### src/rtl/pc_pkg.sv
// Shared encodings for the program-counter unit: pc_sel codes and the default
// update-state code of the control FSM.
package pc_pkg;

   localparam logic [1:0] PC_SEL_SEQ    = 2'b00;
   localparam logic [1:0] PC_SEL_BRANCH = 2'b01;
   localparam logic [1:0] PC_SEL_JUMP   = 2'b10;
   localparam logic [1:0] PC_SEL_RETURN = 2'b11;

   localparam logic [3:0] UPDATE_STATE_DEFAULT = 4'b1000;

endpackage

### src/rtl/pc_if.sv
// Control/status bundle of the program-counter unit; master drives control,
// slave (pc_unit) returns the PC and RAS status.
interface pc_if #(
   parameter int unsigned PC_W    = 32,
   parameter int unsigned IMM_W   = 12,
   parameter int unsigned STATE_W = 4
) ();

   logic [STATE_W-1:0] state;
   logic [1:0]         pc_sel;
   logic               branch_taken;
   logic [IMM_W-1:0]   immediate;
   logic [PC_W-1:0]    target;
   logic               push_ra;
   logic [PC_W-1:0]    pc;
   logic               misalign;
   logic               ras_empty;
   logic               ras_full;
   logic               ras_ovf;
   logic               ras_unf;

   modport master (
      output state, pc_sel, branch_taken, immediate, target, push_ra,
      input  pc, misalign, ras_empty, ras_full, ras_ovf, ras_unf
   );

   modport slave (
      input  state, pc_sel, branch_taken, immediate, target, push_ra,
      output pc, misalign, ras_empty, ras_full, ras_ovf, ras_unf
   );

endinterface

### src/rtl/pc_ras.sv
// Circular return-address stack: push, pop, swap (push+pop), overwrite-oldest
// on overflow, registered one-cycle overflow/underflow pulses.
module pc_ras #(
   parameter int unsigned W     = 32,
   parameter int unsigned DEPTH = 4
) (
   input  logic         clk,
   input  logic         rst_n,
   input  logic         push_i,
   input  logic         pop_i,
   input  logic [W-1:0] link_i,
   output logic [W-1:0] top_o,
   output logic         empty_o,
   output logic         full_o,
   output logic         ovf_o,
   output logic         unf_o
);

   localparam int unsigned PTR_W = $clog2(DEPTH);

   logic [W-1:0]     mem_q [DEPTH];
   logic [PTR_W-1:0] sp_q;
   logic [PTR_W-1:0] top_idx;
   logic [PTR_W:0]   cnt_q;
   logic             ovf_q;
   logic             unf_q;

   assign top_idx = sp_q - 1'b1;
   assign top_o   = mem_q[top_idx];
   assign empty_o = (cnt_q == '0);
   assign full_o  = (cnt_q == (PTR_W+1)'(DEPTH));
   assign ovf_o   = ovf_q;
   assign unf_o   = unf_q;

   // Storage needs no reset: a zero count makes every entry unreachable.
   always_ff @(posedge clk) begin
      if (rst_n) begin
         if (push_i && pop_i && !empty_o)
            mem_q[top_idx] <= link_i;
         else if (push_i && !(pop_i && !empty_o))
            mem_q[sp_q] <= link_i;
      end
   end

   always_ff @(posedge clk) begin
      if (!rst_n) begin
         sp_q  <= '0;
         cnt_q <= '0;
         ovf_q <= 1'b0;
         unf_q <= 1'b0;
      end else begin
         ovf_q <= 1'b0;
         unf_q <= pop_i && empty_o;
         if (pop_i && !empty_o) begin
            if (!push_i) begin
               sp_q  <= top_idx;
               cnt_q <= cnt_q - 1'b1;
            end
         end else if (push_i) begin
            sp_q <= sp_q + 1'b1;
            if (full_o) ovf_q <= 1'b1;
            else        cnt_q <= cnt_q + 1'b1;
         end
      end
   end

endmodule

### src/rtl/pc_unit.sv
// Program-counter unit: sequential / branch / jump / return update once per
// instruction. Define PC_RAS_EN to build the return-address stack.
module pc_unit
   import pc_pkg::*;
#(
   parameter int unsigned         PC_W         = 32,
   parameter int unsigned         IMM_W        = 12,
   parameter int unsigned         STATE_W      = 4,
   parameter logic [STATE_W-1:0]  UPDATE_STATE = STATE_W'(UPDATE_STATE_DEFAULT),
   parameter bit                  WORD_ADDR    = 1'b1,
   parameter logic [PC_W-1:0]     RESET_PC     = '0,
   parameter int unsigned         RAS_DEPTH    = 4
) (
   input logic clk,
   input logic rst_n,
   pc_if.slave bus
);

   localparam logic [PC_W-1:0] STEP = WORD_ADDR ? PC_W'(1) : PC_W'(4);

   logic                   upd;
   logic [PC_W-1:0]        pc_q, pc_d;
   logic                   misalign_q, misalign_d;
   logic [PC_W-1:0]        seq_pc, br_pc, jmp_pc;
   logic signed [PC_W-1:0] offset, offset_w;
   logic [PC_W-1:0]        ras_top;
   logic                   ras_empty, ras_push, ras_pop;

   assign upd    = (bus.state == UPDATE_STATE);
   assign seq_pc = pc_q + STEP;
   assign offset = {{(PC_W-IMM_W){bus.immediate[IMM_W-1]}}, bus.immediate};
   // Shift kept in its own signed net so the add below cannot demote it to a logical shift.
   assign offset_w = offset >>> 2;
   assign br_pc  = WORD_ADDR ? (pc_q + offset_w) : (pc_q + offset);
   assign jmp_pc = WORD_ADDR ? (bus.target >> 2) : bus.target;

   always_comb begin
      pc_d       = pc_q;
      misalign_d = 1'b0;
      ras_push   = 1'b0;
      ras_pop    = 1'b0;
      if (upd) begin
         pc_d     = seq_pc;
         ras_push = bus.push_ra;
         unique case (bus.pc_sel)
            PC_SEL_BRANCH: begin
               if (bus.branch_taken) begin
                  if (bus.immediate[1:0] != 2'b00) misalign_d = 1'b1;
                  else                             pc_d = br_pc;
               end
            end
            PC_SEL_JUMP: begin
               if (bus.target[1:0] != 2'b00) misalign_d = 1'b1;
               else                          pc_d = jmp_pc;
            end
            PC_SEL_RETURN: begin
               ras_pop = 1'b1;
               if (!ras_empty) pc_d = ras_top;
            end
            default: ;
         endcase
      end
   end

   always_ff @(posedge clk) begin
      if (!rst_n) begin
         pc_q       <= RESET_PC;
         misalign_q <= 1'b0;
      end else begin
         pc_q       <= pc_d;
         misalign_q <= misalign_d;
      end
   end

   assign bus.pc       = pc_q;
   assign bus.misalign = misalign_q;

`ifdef PC_RAS_EN
   pc_ras #(
      .W     (PC_W),
      .DEPTH (RAS_DEPTH)
   ) u_ras (
      .clk     (clk),
      .rst_n   (rst_n),
      .push_i  (ras_push),
      .pop_i   (ras_pop),
      .link_i  (seq_pc),
      .top_o   (ras_top),
      .empty_o (ras_empty),
      .full_o  (bus.ras_full),
      .ovf_o   (bus.ras_ovf),
      .unf_o   (bus.ras_unf)
   );
   assign bus.ras_empty = ras_empty;
`else
   localparam int unsigned UNUSED_RAS_DEPTH = RAS_DEPTH;
   logic unused_ras;
   assign unused_ras    = ^{ras_push, ras_pop};
   assign ras_top       = '0;
   assign ras_empty     = 1'b1;
   assign bus.ras_empty = 1'b1;
   assign bus.ras_full  = 1'b0;
   assign bus.ras_ovf   = 1'b0;
   assign bus.ras_unf   = 1'b0;
`endif

endmodule

### src/flat_wrapper.sv
// flat-port wrapper written by rule: the top's interface ports become plain ports
module pc_unit_flat import pc_pkg::*;
#(
   parameter int unsigned         PC_W         = 32,
   parameter int unsigned         IMM_W        = 12,
   parameter int unsigned         STATE_W      = 4,
   parameter logic [STATE_W-1:0]  UPDATE_STATE = STATE_W'(UPDATE_STATE_DEFAULT),
   parameter bit                  WORD_ADDR    = 1'b1,
   parameter logic [PC_W-1:0]     RESET_PC     = '0,
   parameter int unsigned         RAS_DEPTH    = 4
)
  (clk, rst_n, bus_state, bus_pc_sel, bus_branch_taken, bus_immediate, bus_target, bus_push_ra, bus_pc, bus_misalign, bus_ras_empty, bus_ras_full, bus_ras_ovf, bus_ras_unf);
  pc_if #(.PC_W(PC_W), .IMM_W(IMM_W), .STATE_W(STATE_W)) bus_i ();
  input logic clk;
  input logic rst_n;
  input wire logic [$bits(bus_i.state)-1:0] bus_state;
  input wire logic [$bits(bus_i.pc_sel)-1:0] bus_pc_sel;
  input wire logic [$bits(bus_i.branch_taken)-1:0] bus_branch_taken;
  input wire logic [$bits(bus_i.immediate)-1:0] bus_immediate;
  input wire logic [$bits(bus_i.target)-1:0] bus_target;
  input wire logic [$bits(bus_i.push_ra)-1:0] bus_push_ra;
  output wire logic [$bits(bus_i.pc)-1:0] bus_pc;
  output wire logic [$bits(bus_i.misalign)-1:0] bus_misalign;
  output wire logic [$bits(bus_i.ras_empty)-1:0] bus_ras_empty;
  output wire logic [$bits(bus_i.ras_full)-1:0] bus_ras_full;
  output wire logic [$bits(bus_i.ras_ovf)-1:0] bus_ras_ovf;
  output wire logic [$bits(bus_i.ras_unf)-1:0] bus_ras_unf;
  assign bus_i.state = bus_state;
  assign bus_i.pc_sel = bus_pc_sel;
  assign bus_i.branch_taken = bus_branch_taken;
  assign bus_i.immediate = bus_immediate;
  assign bus_i.target = bus_target;
  assign bus_i.push_ra = bus_push_ra;
  assign bus_pc = bus_i.pc;
  assign bus_misalign = bus_i.misalign;
  assign bus_ras_empty = bus_i.ras_empty;
  assign bus_ras_full = bus_i.ras_full;
  assign bus_ras_ovf = bus_i.ras_ovf;
  assign bus_ras_unf = bus_i.ras_unf;
  pc_unit #(.PC_W(PC_W), .IMM_W(IMM_W), .STATE_W(STATE_W), .UPDATE_STATE(UPDATE_STATE), .WORD_ADDR(WORD_ADDR), .RESET_PC(RESET_PC), .RAS_DEPTH(RAS_DEPTH)) u_core (.clk(clk), .rst_n(rst_n), .bus(bus_i));
endmodule
### config.mk
export PLATFORM = sky130hd
export DESIGN_NAME = pc_unit_flat
export DESIGN_NICKNAME = d
export VERILOG_FILES = /design/src/rtl/pc_pkg.sv /design/src/rtl/pc_if.sv /design/src/rtl/pc_ras.sv /design/src/rtl/pc_unit.sv /design/src/flat_wrapper.sv
export SDC_FILE = /design/constraint.sdc
export NUM_CORES = 1
export LEC_CHECK = 0
export BUFFER_PORTS_ARGS = -buffer_cell sky130_fd_sc_hd__buf_2
export CAP_MARGIN = 15
export CORE_AREA = 2 2 119 121
export CTS_CLUSTER_DIAMETER = 120
export DETAILED_ROUTE_END_ITERATION = 16
export DIE_AREA = 0 0 121 123
export HOLD_SLACK_MARGIN = 0.02
export SLEW_MARGIN = 15
export SYNTH_ARGS = -nofsm -noshare
export SYNTH_HDL_FRONTEND = slang
export SYNTH_SLANG_ARGS = --single-unit
### constraint.sdc
create_clock -name clk -period 5.25 [get_ports clk]
set_input_delay 0.525 -clock clk [delete_from_list [all_inputs] [get_ports clk]]
set_output_delay 0.525 -clock clk [all_outputs]
set_load 0.01 [all_outputs]
Word level (Yosys, flattened, before mapping)
Index checks and enable logic that the tools add are counted.
{"block": "totals", "output_inout_bits": 37, "inputBits": 54, "wordCells": 18, "register_bits": 33}
{"block": "classes", "reduce_logical": 3, "n_eq_ne": 3, "n_addsub": 2, "muxes": 8}
{"cell": "$mux W32", "count": 3}
{"cell": "$pmux W32 S2", "count": 1}
{"cell": "$add A32 B1 Y32 const B", "count": 1}
{"cell": "$add A32 B32 Y32", "count": 1}
{"cell": "$eq A4 B4 Y1 const B", "count": 1}
{"cell": "$reduce_bool A2 Y1", "count": 2}
{"cell": "$mux W1", "count": 3}
{"cell": "$eq A2 B1 Y1 const B", "count": 1}
{"cell": "$eq A2 B2 Y1 const B", "count": 1}
{"cell": "$pmux W1 S2", "count": 1}
{"cell": "$reduce_and A2 Y1", "count": 1}

Logic depth before layout (Yosys ltp)
Gate-level depths: netlist (run 1).
{"block": "depth", "word_depth": 4, "mapped_depth": 12, "depth_no_buf": 12}

Worst setup path before layout (run 1)
OpenSTA, ideal clock, no wires.
{"block": "synth_timing", "path_type": "input to register", "start": "input bus_immediate[2]", "end": "register u_core.pc_q[26], in the netlist u_core.bus.pc[26]", "setup_ns": 0.121, "slack_ns": 2.345, "n_path_buf": 0, "cell_stages": 12, "t_required_ns": 5.129, "arrival_ns": 2.784, "cell_sequence": "ha_1 -> inv_1 -> fa_1 -> nand2b_1 -> a21oi_1 -> o311ai_1 -> o211a_1 -> o211a_1 -> or2_2 -> o22ai_1 -> o2111a_1 -> nor3_1"}
{"block": "synth_via", "elab_chain_cells": 4}
{"item": "from (decl)", "line": "flat_wrapper.sv:19", "text": "input wire logic [$bits(bus_i.immediate)-1:0] bus_immediate;"}
{"item": "$add A32 B32 Y32", "line": "pc_unit.sv:34", "text": "assign br_pc = WORD_ADDR ? (pc_q + offset_w) : (pc_q + offset);"}
{"item": "$mux W32", "line": "pc_unit.sv:48", "text": "if (bus.immediate[1:0] != 2'b00) misalign_d = 1'b1;"}
{"item": "$mux W32", "line": "pc_unit.sv:47", "text": "if (bus.branch_taken) begin"}
{"item": "$pmux W32 S2", "line": "pc_unit.sv:45", "text": "unique case (bus.pc_sel)"}
{"item": "to (signal assigned)", "line": "pc_unit.sv:70", "text": "pc_q <= pc_d;"}
{"item": "to (decl)", "line": "pc_unit.sv:22", "text": "logic [PC_W-1:0] pc_q, pc_d;"}
No other way between the ends.
A chain may end at the register's enable or synchronous reset.

Final worst setup path (run 1)
{"block": "layout_timing", "start": "register u_core.pc_q[0], in the netlist u_core.bus.pc[0]", "end": "register u_core.pc_q[26], in the netlist u_core.bus.pc[26]"}
{"block": "layout_via", "elab_chain_cells": 4, "elab_cells_between_ends": 6, "classes_between": "add/sub (2); mux (4)"}
{"item": "$add A32 B32 Y32 / $add A32 B1 Y32 (equally long branches)", "line": "pc_unit.sv:34, pc_unit.sv:30"}
{"item": "$mux W32", "line": "pc_unit.sv:48"}
{"item": "$mux W32", "line": "pc_unit.sv:47"}
{"item": "$pmux W32 S2 *", "line": "pc_unit.sv:45"}
Every way passes the cells marked *; elsewhere a longest branch is shown, timed or not.

==> summary by stage, run 1 <==
Run status
The run finished with clean final reports.

Global route
The number of antenna violations at the first check in global routing is 0. For this run the aggregate overflow at the end of global routing stands at 0. The first global-routing pass estimated 21220 um of wire.

The global-route total usage across every layer is about 18%. The via count of the first global-routing pass came to 4096. The largest net degree at the start of global routing is 46.

Synthesis
The synthesized netlist occupies a cell area of 0.003990 sq mm. The portion of the post-synthesis area used by sequential elements is 16.56%. The Yosys step of the flow raised 0 warnings. The synthesized netlist cell count is 550. Yosys mapped a number of flops with a built-in enable equal to 0. For this run, asynchronously set or reset flops after synthesis account for 0%. Sorting the synthesized cells by area gives the leading types as dfxtp_1 (17%), ha_1 (11%), a21oi_1 (7.5%), o21ai_0 (6.8%), xnor2_1 (5.5%). The number of distinct library cells after synthesis is a little under 70. The top cell type by area accounts for ~17% of the synthesized area. Synthesis inferred 33 register bits. The most area-hungry cell type in the Yosys netlist is dfxtp_1. The dominant synthesized flop cell is dfxtp_1. The post-synthesis average cell area is around 7.3 sq um.

CTS
In this run, CTS created clock tree buffers numbering 5. In this run the deepest clock path goes through 2 buffers. The total of cells resized after clock tree synthesis is 0. In this run, post-CTS hold repair placed 0 buffers. The H-tree depth is 2. Once the clock tree was built, the setup fixing pass inserted 0 buffers.

The clock tree from TritonCTS is built. The number of sinks driven by the clock tree is 33. The clock latency at the later pin of the worst-skew pair is 0.29 ns. In this run the clock root is driven by a clkbuf_16. After clock tree synthesis, the clock-pin slew on the worst setup and hold paths is 0.05 ns.

Setup path
By instance count, the cell type seen most on the critical path is o211a_1. The largest individual stage delay along the critical path comes from the cell dfxtp_1. The highest net fanout along the worst path is 7. The data arrival time of the critical path is roughly 3.4 ns. STA classifies the critical path startpoint as a flip-flop. The start point of the critical path is u_core.bus.pc[0]$_SDFFE_PN0N_. The maximum single-stage delay on the critical path is 0.43 ns. The critical path in this run is classified as reg2reg. The signal on the critical path passes through ha_1 -> inv_1 -> fa_1 -> nand2b_1 -> a21oi_1 -> o311ai_1 -> o211a_1 -> o211a_1 -> or2_2 -> o22ai_1 -> o2111a_1 -> nor3_1.

The worst reg2reg path startpoint is u_core.bus.pc[0]$_SDFFE_PN0N_. The endpoint type of the worst setup path is a flip-flop. The required time of the critical path is approximately 5.4 ns.

Placed design
Once placement completed, the tool counted placed cells totaling just under 800. Input and output buffers added on the ports amount to 85. Prior to clock tree synthesis, the placed netlist has a worst setup slack of 1.861 ns.

The final HPWL from detailed placement is about 9900 um. The final weighted congestion in routability-driven placement is 0.9289.

STA
The number of pins exceeding their max-slew limit in the final report is 0. The top achievable clock speed is 311.8 MHz. The final critical path time including I/O delays and setup is 3.207 ns. The total of endpoints with negative setup slack in the final report is 0. Setup total negative slack on the finished layout was measured at 0 ns. Setup repair after global routing left no endpoint under its margin. The number of failing hold endpoints at the final stage is 0.

The slew at the pin closest to its max-slew limit is 0.9233 ns. Between clock sinks in the finished design, the worst skew comes to 0.006007 ns. In this run the tightest slew margin relative to its limit is 38.18%. Setup slack closes at 2.043 ns. Of the available clock period, the critical path in the final layout requires about three fifths.

Die
The placement row count is between 40 and 50. The floorplan step defined a die boundary enclosing 0.01488 sq mm. Measured along the y axis, the die boundary spans 123 um. Once the floorplan was initialized, standard cells occupied 29.31% of the core. The die outline width is 121 um.

In this run the standard cell core region covers 0.01361 sq mm. The number of top-level design ports is 91.

Routing
The first-pass detailed-route iteration total is 5. The final antenna-violating net count is 0. The final wirelength is between 10000 and 15000 um. The number of DRC markers in iteration 0 is between 200 and 300. The per-cell via count in the routed design is about 5.5.

Dividing the detail-routed wire length by the instance count gives around 16 um. The total DRC errors in the routed layout is 0. For this block, the via count after detailed routing is 4421.

Run
The tool flagged a number of max-cap violations equal to 0.

Power and ir drop
Dividing total power by cell area gives a power density of 163.4 mW/mm^2. The leakage power of the design is 2.036 nW. The highest ir drop seen on vdd is 0.1005 mV.

Layout
The final-layout fill cell count is 1472. The layout-stage area growth over the synthesis result is 18.09%. The non-filler instance count after layout is 801.

The number of antenna diodes in the final layout is 0. The share of final-layout standard cells stronger than drive strength 1 is 18.68%. The final net count is 710.

Min path
The startpoint identified for the worst hold timing path is bus_target[10]. The tightest min-delay check is of the in2reg type.
==> power breakdown <==
part / internal [mW] / switching, mW / total (mW)
clock: 0.186 / 0.116 / 0.303
sequential: 0.257 / 0.0108 / 0.267
combinational: 0.0809 / 0.119 / 0.200
==> cell families (layout without fill, tap and decap cells) <==
kind of cell               after synthesis  in the layout  synth area share (%)
xor gates and xnor gates                45             45                 9.878
buffers and inverters                   42            111                 4.515
and+or+nand+nor                        176            176                 22.11
DFF                                     33             33                 16.56
AOI/OAI and AO/OA                      214            214                 34.84
adders and majority gates               35             35                 11.16
muxes                                    3              3                0.7526
other                                    2              4                0.1882
==> worst max-delay path, delay by kind of cell (launching register included) <==
family	cells	cell delay [ns]
buffers and inverters	1	0.06
adders and majority gates	2	0.62
AOI/OAI and AO/OA	6	1.42
DFF	1	0.43
and+or+nand+nor	3	0.54
==> area by class of cell <==
| cell class | count | area (sq um) | area share, % |
|---|---|---|---|
| Multi-Input combinational cell | 477 | 3168 | 67.23 |
| Sequential cell | 33 | 660.6 | 14.02 |
| Timing Repair Buffer | 90 | 462.9 | 9.825 |
| Tap cell | 180 | 225.2 | 4.780 |
| Clock buffer | 7 | 142.6 | 3.027 |
| Inverter | 14 | 52.55 | 1.115 |
==> metal layers <==
metal  share of wire, %  GRT usage, %  up-vias  routed length, um
met5                  0             0        -                  0
met4               0.99         4.288        0                131
met3                6.0         2.814       10                789
met2                 45         29.14      128               5944
met1                 48         24.81     2086               6300
li1                   -             -     2197                  -
==> registers in the layout, indices dropped and copies added (netlist names) <==
name,count
u_core.bus.pc,32
u_core.bus.misalign,1
==> cells in the mapped netlist, types with 6 or more instances <==
cell type	count
inv_1	13
xnor2_1	25
clkbuf_1	23
nor2_1	43
nand2_1	48
dfxtp_1	33
and2_1	6
ha_1	34
nor2b_1	7
a21o_1	14
o21a_1	11
and3_1	11
a221oi_1	11
a31oi_1	9
a21oi_1	60
nand3_1	17
xor2_1	20
o21ai_0	54
o22ai_1	6
nor3_1	10
==> cell usage in the layout (no fill, tap or decap), drive strengths merged, types with 5 or more instances in the layout <==
cell type,netlist,final
a211oi,6,6
a21o,14,14
a21oi,62,62
a221oi,13,13
a31oi,9,9
and2,6,6
and3,11,11
and4,5,5
buf,5,90
clkbuf,23,7
dfxtp,33,33
ha,34,34
inv,13,13
nand2,48,48
nand3,17,17
nand4,5,5
nor2,43,43
nor2b,7,7
nor3,10,10
nor3b,5,5
o211ai,5,5
o21a,11,11
o21ai,58,58
o22ai,6,6
or2,5,5
xnor2,25,25
xor2,20,20
==> worst paths after layout <==
| path | to | slack (ns) | depth (start not counted) |
|---|---|---|---|
| max | u_core.bus.pc[26]$_SDFFE_PN0N_ | 2.04 | 12 |
| min | u_core.bus.pc[8]$_SDFFE_PN0N_ | 0.50 | 3 |
| max reg2reg | u_core.bus.pc[26]$_SDFFE_PN0N_ | 2.04 | 12 |
| min reg2reg | u_core.bus.pc[4]$_SDFFE_PN0N_ | 0.57 | 2 |
==> through the flow <==
step | instance area, sq um | utilization (%) | hold WS (ns) | power, mW
final | 4712 | 34.62 | 0.4977 | 0.7701
after CTS | 4712 | 34.62 | 0.4961 | 0.7754
after global placement | 4569 | 33.57 | 0.5587 | 0.4706
after global routing | 4712 | 34.62 | 0.5053 | 0.8048
after detailed placement | 4569 | 33.57 | 0.5641 | 0.4702
after floorplan | 3998 | - | 0.5522 | 0.4046
(Power assumes the default switching activity.)
==> run 2: changes to the inputs <==
Clock period 5.25 ns to 2.9 ns, I/O delays scaled along.
==> run 2 against run 1 <==
Power is 87% higher; non-clock buffer count is 40 higher; final cell count is 5.0% higher; wire length is 5.7% higher; critical endpoint unchanged.
==> summary by stage, run 2 (synthesis results as in run 1) <==
Run status
The flow ran to the end, and the final reports show no timing, DRC or antenna violations.

Setup path
The critical setup path kind is reg2reg. Of all nets on the critical path, the largest fanout is 4. The worst setup path is captured at a flip-flop. The setup check on the worst reg-to-reg path leaves a slack of 0.12 ns. The cell depth of the worst flop-to-flop path is 12. STA classifies the critical path startpoint as a flip-flop. In this design, the critical path's most frequently occurring cell is o211a_1.

The worst reg2reg path startpoint is u_core.bus.pc[0]$_SDFFE_PN0N_. The number of buffers and inverters on the critical path is 1. The critical path starts at u_core.bus.pc[0]$_SDFFE_PN0N_. The cell with the largest stage delay on the worst path is fa_2. In this run the worst setup path terminates at u_core.bus.pc[26]$_SDFFE_PN0N_. The maximum single-stage delay on the critical path is about 0.35 ns.

The critical path crosses 12 cells after its start point. The data arrival time of the critical path is 2.95 ns. Traced cell by cell, the critical path runs through ha_2 -> inv_1 -> fa_2 -> nand2b_4 -> a21oi_4 -> o311ai_2 -> o211a_1 -> o211a_1 -> or2_2 -> o22ai_2 -> o2111a_1 -> nor3_1.

The family with the most delay on the worst path is compound AO/OA/AOI/OAI gates. The required time of the critical path is 3.07 ns. The endpoint identified for the worst register-to-register timing path is u_core.bus.pc[26]$_SDFFE_PN0N_.

Routing
The total DRC errors in the routed layout is 0. The length of routed met2 wiring is 6279 um. The number of vias in the routed layout is approximately 4600. The highest routing layer actually used is met4. The final wirelength is roughly 14000 um.

The per-cell via count in the routed design is 5.441. The count of nets left with antenna violations once routing finished came out at 0. The first-pass detailed-route iteration total is 5. In the final routing, the length of wire on met1 measures 6451 um. Wire segments on met3 add up to 981 um in the final route. In the final routed layout, each cell accounts on average for 16.55 um.

For this block, the initial DRC count from the detailed router was 269.

Die
In this run the horizontal extent of the chip is 121 um. In this run the core area contains 43 standard-cell rows. Pin placement for this block handled 91 I/O pins. The overall die height is 123 um. The core region area is 0.01361 sq mm. The floorplan die area is 0.01488 sq mm. For this configuration, the core starts out at a cell density of 29.31%.

STA
Setup repair after global routing could not meet its margin everywhere. In this run the tightest slew margin relative to its limit is 56.18%. The final critical path time including I/O delays and setup is roughly 2.8 ns. The number of pins exceeding their max-slew limit in the final report was 0. For the pin with the worst max-slew slack, the measured transition is 0.6574 ns. The top achievable clock speed is 359.6 MHz. The number of failing hold endpoints at the final stage is 0. The clock skew is between 0.008 and 0.009 ns. The worst setup margin is 0.1189 ns. The part of the cycle the worst path needs is 95.90%. Setup violations remaining at the end of the flow were counted as 0.

Layout
The layout-stage area growth over the synthesis result is 26.81%. The final design instance area without fill is 0.005060 sq mm. Across the whole layout, storage elements account for 660.6 sq um. The count of cells in the finished layout, fillers not included, comes to between 800 and 900. The post-route netlist has 24.81% of its cells at a drive strength greater than 1. The number of antenna cells inserted is 0.

The final net count is 750. The layout has 1447 filler cells. Summing all multi-input logic gate instances after layout gives 0.003216 sq mm.

The most common cell after layout, fill and taps aside is buf_2. The register with the most flip-flops in the layout has 32 of them. The library cells used most frequently in the layout, excluding fill and tap cells, are buf_2 (85), a21oi_1 (59), o21ai_0 (53), nand2_1 (48), buf_4 (45).

Global route
The total congestion overflow after global routing is 0. The global-route total usage across every layer is between 10% and 20%. The number of antenna violations at the first check in global routing was 0. The largest net degree at the start of global routing is 29. The wire length of the first global-routing pass is approximately 22000 um.

The via count of the first global-routing pass is 4428.

Placed design
In this run the cell area measured after placement is 0.004870 sq mm. The setup slack after placement is -0.1408 ns. The count of buffers from port buffering is 85. The final weighted congestion in routability-driven placement is 0.8770. Summed over all nets, the half-perimeter wirelength after detailed placement is between 10000 and 15000 um. Including well taps, the total number of placed cells is 834.

CTS
The H-tree depth is 2. The clock tree root driver cell is clkbuf_16. The clock buffer count from CTS is 5.

The number of hold buffers added after CTS was 0. The largest buffer count on any clock path is 2. For the worst-skew pair, the clock arrives at the later sink with an insertion delay of ~0.29 ns. The number of sinks driven by the clock tree is 33. After clock tree synthesis, the clock-pin slew on the worst setup and hold paths is 0.06 ns. TritonCTS built the clock tree.

Power and ir drop
VDD sags by at most approximately 0.17 mV. The clock network burns 38.7% of the power. Dividing total power by cell area gives a power density of 285.2 mW/mm^2. Of the total power, registers draw about a third. Per report_power, the combinational group accounts for ~28% of the total. For this design the total switching power over the nets is 0.4670 mW. The design internal power is 0.9761 mW.

Net switching is 32.36% of the power. In this run the static leakage power is 2.249 nW.

Min path
The start point of the worst hold path is bus_target[10]. The worst hold path belongs to the class in2reg.

Run
The number of violations of the max-capacitance limit is 0.
-- run 2: changes by cell type in the layout (fill, tap and decap cells not counted), sizes merged --
cell  previous run  this run
buf             90       130
-- run 2: power groups by stage --
| stage | registers (mW) | logic (mW) | clock network, mW |
|---|---|---|---|
| detailed placement | 0.487 | 0.397 | 0 |
| finish | 0.478 | 0.407 | 0.559 |
| CTS | 0.477 | 0.400 | 0.574 |
| global route | 0.479 | 0.448 | 0.589 |
| floorplan | 0.494 | 0.239 | 0 |
| global placement | 0.487 | 0.396 | 0 |
-- run 2: tightest hold or removal path, cell delays in order --
cell     delay [ns]
buf_2          0.09
nand2_1        0.04
a31oi_1        0.07
-- run 2: area by class of cell --
type	instances	share of cell area (%)
multi-input combinational	477	63.55
timing repair buffer	130	15.08
tap	180	4.451
clock buffer	7	2.819
sequential	33	13.06
inverter	14	1.039
-- run 2: what timing repair did --
| item | 4_1_cts | 5_1_grt |
|---|---|---|
| pin swaps | 2 | 5 |
| endpoints found under the setup margin | 3 | 11 |
| cloned | 0 | 0 |
| buffers inserted | 0 | 0 |
| resized for setup | 3 | 7 |
-- run 2: per-stage QoR --
step	power [mW]	util (%)	setup TNS [ns]	hold WS (ns)
floorplan	0.7325	-	0	0.4427
global placement	0.8830	35.78	-0.1530	0.5187
detailed placement	0.8841	35.78	-0.2822	0.5235
CTS	1.451	36.95	0	0.2522
global route	1.517	37.17	-0.07882	0.2722
finish	1.443	37.17	0	0.2573
-- run 2: routing by layer --
metal | GRT usage (%) | up-vias
met4 | 4.578 | 0
met2 | 31.32 | 159
li1 | - | 2280
met5 | 0 | -
met1 | 25.34 | 2118
met3 | 3.459 | 19
-- run 2: how the worst min path moves through the flow --
stage / endpoint / slack, ns / cells past startpoint
6_report: u_core.bus.pc[8]$_SDFFE_PN0N_ / 0.26 / 3
5_1_grt: u_core.bus.pc[8]$_SDFFE_PN0N_ / 0.27 / 3
4_1_cts: u_core.bus.pc[8]$_SDFFE_PN0N_ / 0.25 / 3
3_5_place_dp: u_core.bus.pc[1]$_SDFFE_PN0N_ / 0.52 / 2
3_3_place_gp: u_core.bus.pc[1]$_SDFFE_PN0N_ / 0.52 / 2
2_1_floorplan: u_core.bus.pc[5]$_SDFFE_PN0N_ / 0.44 / 2
==> run 3: changes to the inputs <==
Settings changed: PLACE_DENSITY_LB_ADDON set to 0.08.
==> run 3 against run 2 <==
Clock skew rose by 0.00081 ns; critical path depth up 1; final cell count increased by 2.6%; core utilization is 1.9 points higher; sequential share of layout area down 0.61 points; clock-buffer cell count unchanged; first-iteration DRC count fell by 27%; largest cell class unchanged; largest power group unchanged.
==> summary by stage, run 3 (synthesis results as in run 1) <==
Run status
The run finished with clean final reports.

Layout
Across the whole layout, storage elements account for 661.9 sq um. The share of final-layout standard cells stronger than drive strength 1 is 27.57%. Leaving out fill and tap cells, the most frequent cell in the layout is buf_2. The final net count is 770. The top cell types in the final layout, fill and taps aside, are buf_2 (85), buf_4 (63), a21oi_1 (59), o21ai_0 (53), nand2_1 (48). The layout-stage area growth over the synthesis result is 33.30%.

The end-of-flow core utilization is 39.08%. After routing the design area is 0.005319 sq mm. The final-layout fill cell count is 1446.

In the final layout, the multi-input gates occupy 0.003266 sq mm. The non-filler instance count after layout is 863. The flip-flop count of the largest register, all copies and words added is 32.

Setup path
The end point of the critical path is u_core.bus.pc[28]$_SDFFE_PN0N_. The worst setup path is captured at a flip-flop. The launching element type of the critical path is a flip-flop.

The critical setup path kind is reg2reg. For flop-to-flop paths, the worst setup slack is 0.07 ns. Data arrives at the worst endpoint at 3.00 ns. In this run the worst path has a maximum fanout of 3. The required time of the critical path is slightly above 3 ns. The start point of the critical path is u_core.bus.pc[0]$_SDFFE_PN0N_.

In this run the critical register-to-register path is launched from u_core.bus.pc[0]$_SDFFE_PN0N_. The worst register-to-register path has a depth of 13. The reg-to-reg endpoint is u_core.bus.pc[28]$_SDFFE_PN0N_.

STA
The slew at the pin closest to its max-slew limit is 0.6782 ns. Headroom to the max-slew limit came out at 54.37%. Based on the critical path, the design can be clocked at up to 353.9 MHz. The clock skew is 0.009536 ns. Setup repair after global routing could not meet its margin everywhere. The final critical path time including I/O delays and setup is about 2.8 ns. The worst setup margin is 0.07449 ns. The total of endpoints with negative setup slack in the final report is 0. The part of the cycle the worst path needs is between 90 and 100%. The number of failing hold endpoints at the final stage was 0. The number of pins exceeding their max-slew limit in the final report is 0.

Power and ir drop
After layout, the design draws a total of 1.592 mW. The power density over the cells is about 300 mW/mm^2. The highest ir drop seen on vdd is approximately 0.19 mV. For this design the static power due to leakage is 2.384 nW.

Placed design
Routability-driven placement finished with a final weighted congestion of 0.8327. The setup slack after placement is -0.1378 ns. Summing all placed instances gives a cell area of 0.005007 sq mm.

Once detailed placement completed, the half-perimeter wirelength came to about 12000 um. Port buffering added 85 buffers. The number of cells in the design after placement is roughly 850.

CTS
The clock buffer count from CTS is 5. For this design, the CTS-stage hold fixing added 0 buffers. The clock slew seen by the registers of the worst setup and hold paths is 0.06 ns. TritonCTS built the clock tree. The clock tree root driver cell is clkbuf_16.

The clock reaches the later pin of the worst-skew pair after 0.30 ns. The largest buffer count on any clock path is 2. The H-tree depth is 2. The number of sinks driven by the clock tree is 33.

Routing
The final wirelength is approximately 16000 um. The number of vias in the routed layout is 4624. The per-cell via count in the routed design is about 5.4. In this run the remaining antenna-violating nets after routing total 0. The detailed router finished its first iteration with a little under 200 violations. The total DRC errors in the routed layout is 0. After detailed routing, the average wire length per cell comes to 17.98 um.

The first-pass detailed-route iteration total is 4.

Global route
Entering global routing, the biggest net connects 46 pins. The number of antenna violations at the first check in global routing is 1. The first global-routing pass estimated between 20000 and 25000 um of wire.

For this run the aggregate overflow at the end of global routing stands at 0. For this run, the total global-route usage over all layers was measured as 20.92%. The via count of the first global-routing pass is about 4500.

Min path
The type of the worst min-delay path is in2reg. The start point of the worst hold path is bus_target[10].

Die
The number of top-level design ports is approximately 90. The die covers around 0.015 sq mm. Once the floorplan was initialized, standard cells occupied just under 30% of the core. The placement row count is 43. In this run the standard cell core region covers 0.01361 sq mm.

The overall die height is 123 um. The die outline width is 121 um.

Run
Across the run, the number of max-cap violations was 0.
[run 3: worst max-delay path, cell delays in order, from the launching register on]
cell and delay [ns]:
dfxtp_2 0.35, ha_4 0.14, inv_1 0.05, fa_2 0.36
nand2b_4 0.16, a21oi_4 0.20, o311ai_4 0.11, o211a_1 0.27
o211a_1 0.27, buf_4 0.16, o31ai_4 0.23, a31oi_1 0.13
xor2_1 0.18, o22ai_1 0.08
[run 3: cell type report]
| class | count | share of cell area (%) |
|---|---|---|
| Clock buffer | 7 | 2.682 |
| Sequential cell | 33 | 12.44 |
| Tap cell | 180 | 4.234 |
| Timing Repair Buffer | 150 | 17.64 |
| Antenna cell | 1 | 0.04705 |
| Clock inverter | 1 | 0.5646 |
| Multi-Input combinational cell | 477 | 61.40 |
| Inverter | 14 | 0.9880 |
[run 3: metrics by stage]
stage	setup TNS, ns	hold WS [ns]
2_1_floorplan	0	0.4427
3_3_place_gp	-0.3202	0.5100
3_5_place_dp	-0.4252	0.5165
4_1_cts	0	0.2350
5_1_grt	-0.08951	0.2610
6_report	0	0.2422
[run 3: worst min path at each step]
| stage | end | slack [ns] | cells past startpoint |
|---|---|---|---|
| final | u_core.bus.pc[8]$_SDFFE_PN0N_ | 0.24 | 3 |
| after global routing | u_core.bus.pc[8]$_SDFFE_PN0N_ | 0.26 | 3 |
| after CTS | u_core.bus.pc[8]$_SDFFE_PN0N_ | 0.23 | 3 |
| after detailed placement | u_core.bus.pc[1]$_SDFFE_PN0N_ | 0.52 | 2 |
| after global placement | u_core.bus.pc[1]$_SDFFE_PN0N_ | 0.51 | 2 |
| after floorplan | u_core.bus.pc[5]$_SDFFE_PN0N_ | 0.44 | 2 |
[run 3: repair_timing]
item,in CTS,in global routing
endpoints found under the setup margin,4,10
pin swaps,3,9
resized for setup,4,14
buffers inserted,0,5
[run 3: power by group]
| group | internal (mW) | switching [mW] |
|---|---|---|
| clock | 0.431 | 0.249 |
| sequential | 0.464 | 0.0119 |
| combinational | 0.188 | 0.248 |
[run 3: metal layers]
layer  wire length (um)  global-route usage [%]  vias up
met5                  0                       0        -
met3                658                   2.952       19
met1               7060                   26.16     2194
li1                   -                       -     2314
met4                329                   6.977        0
met2               7471                   36.90       97
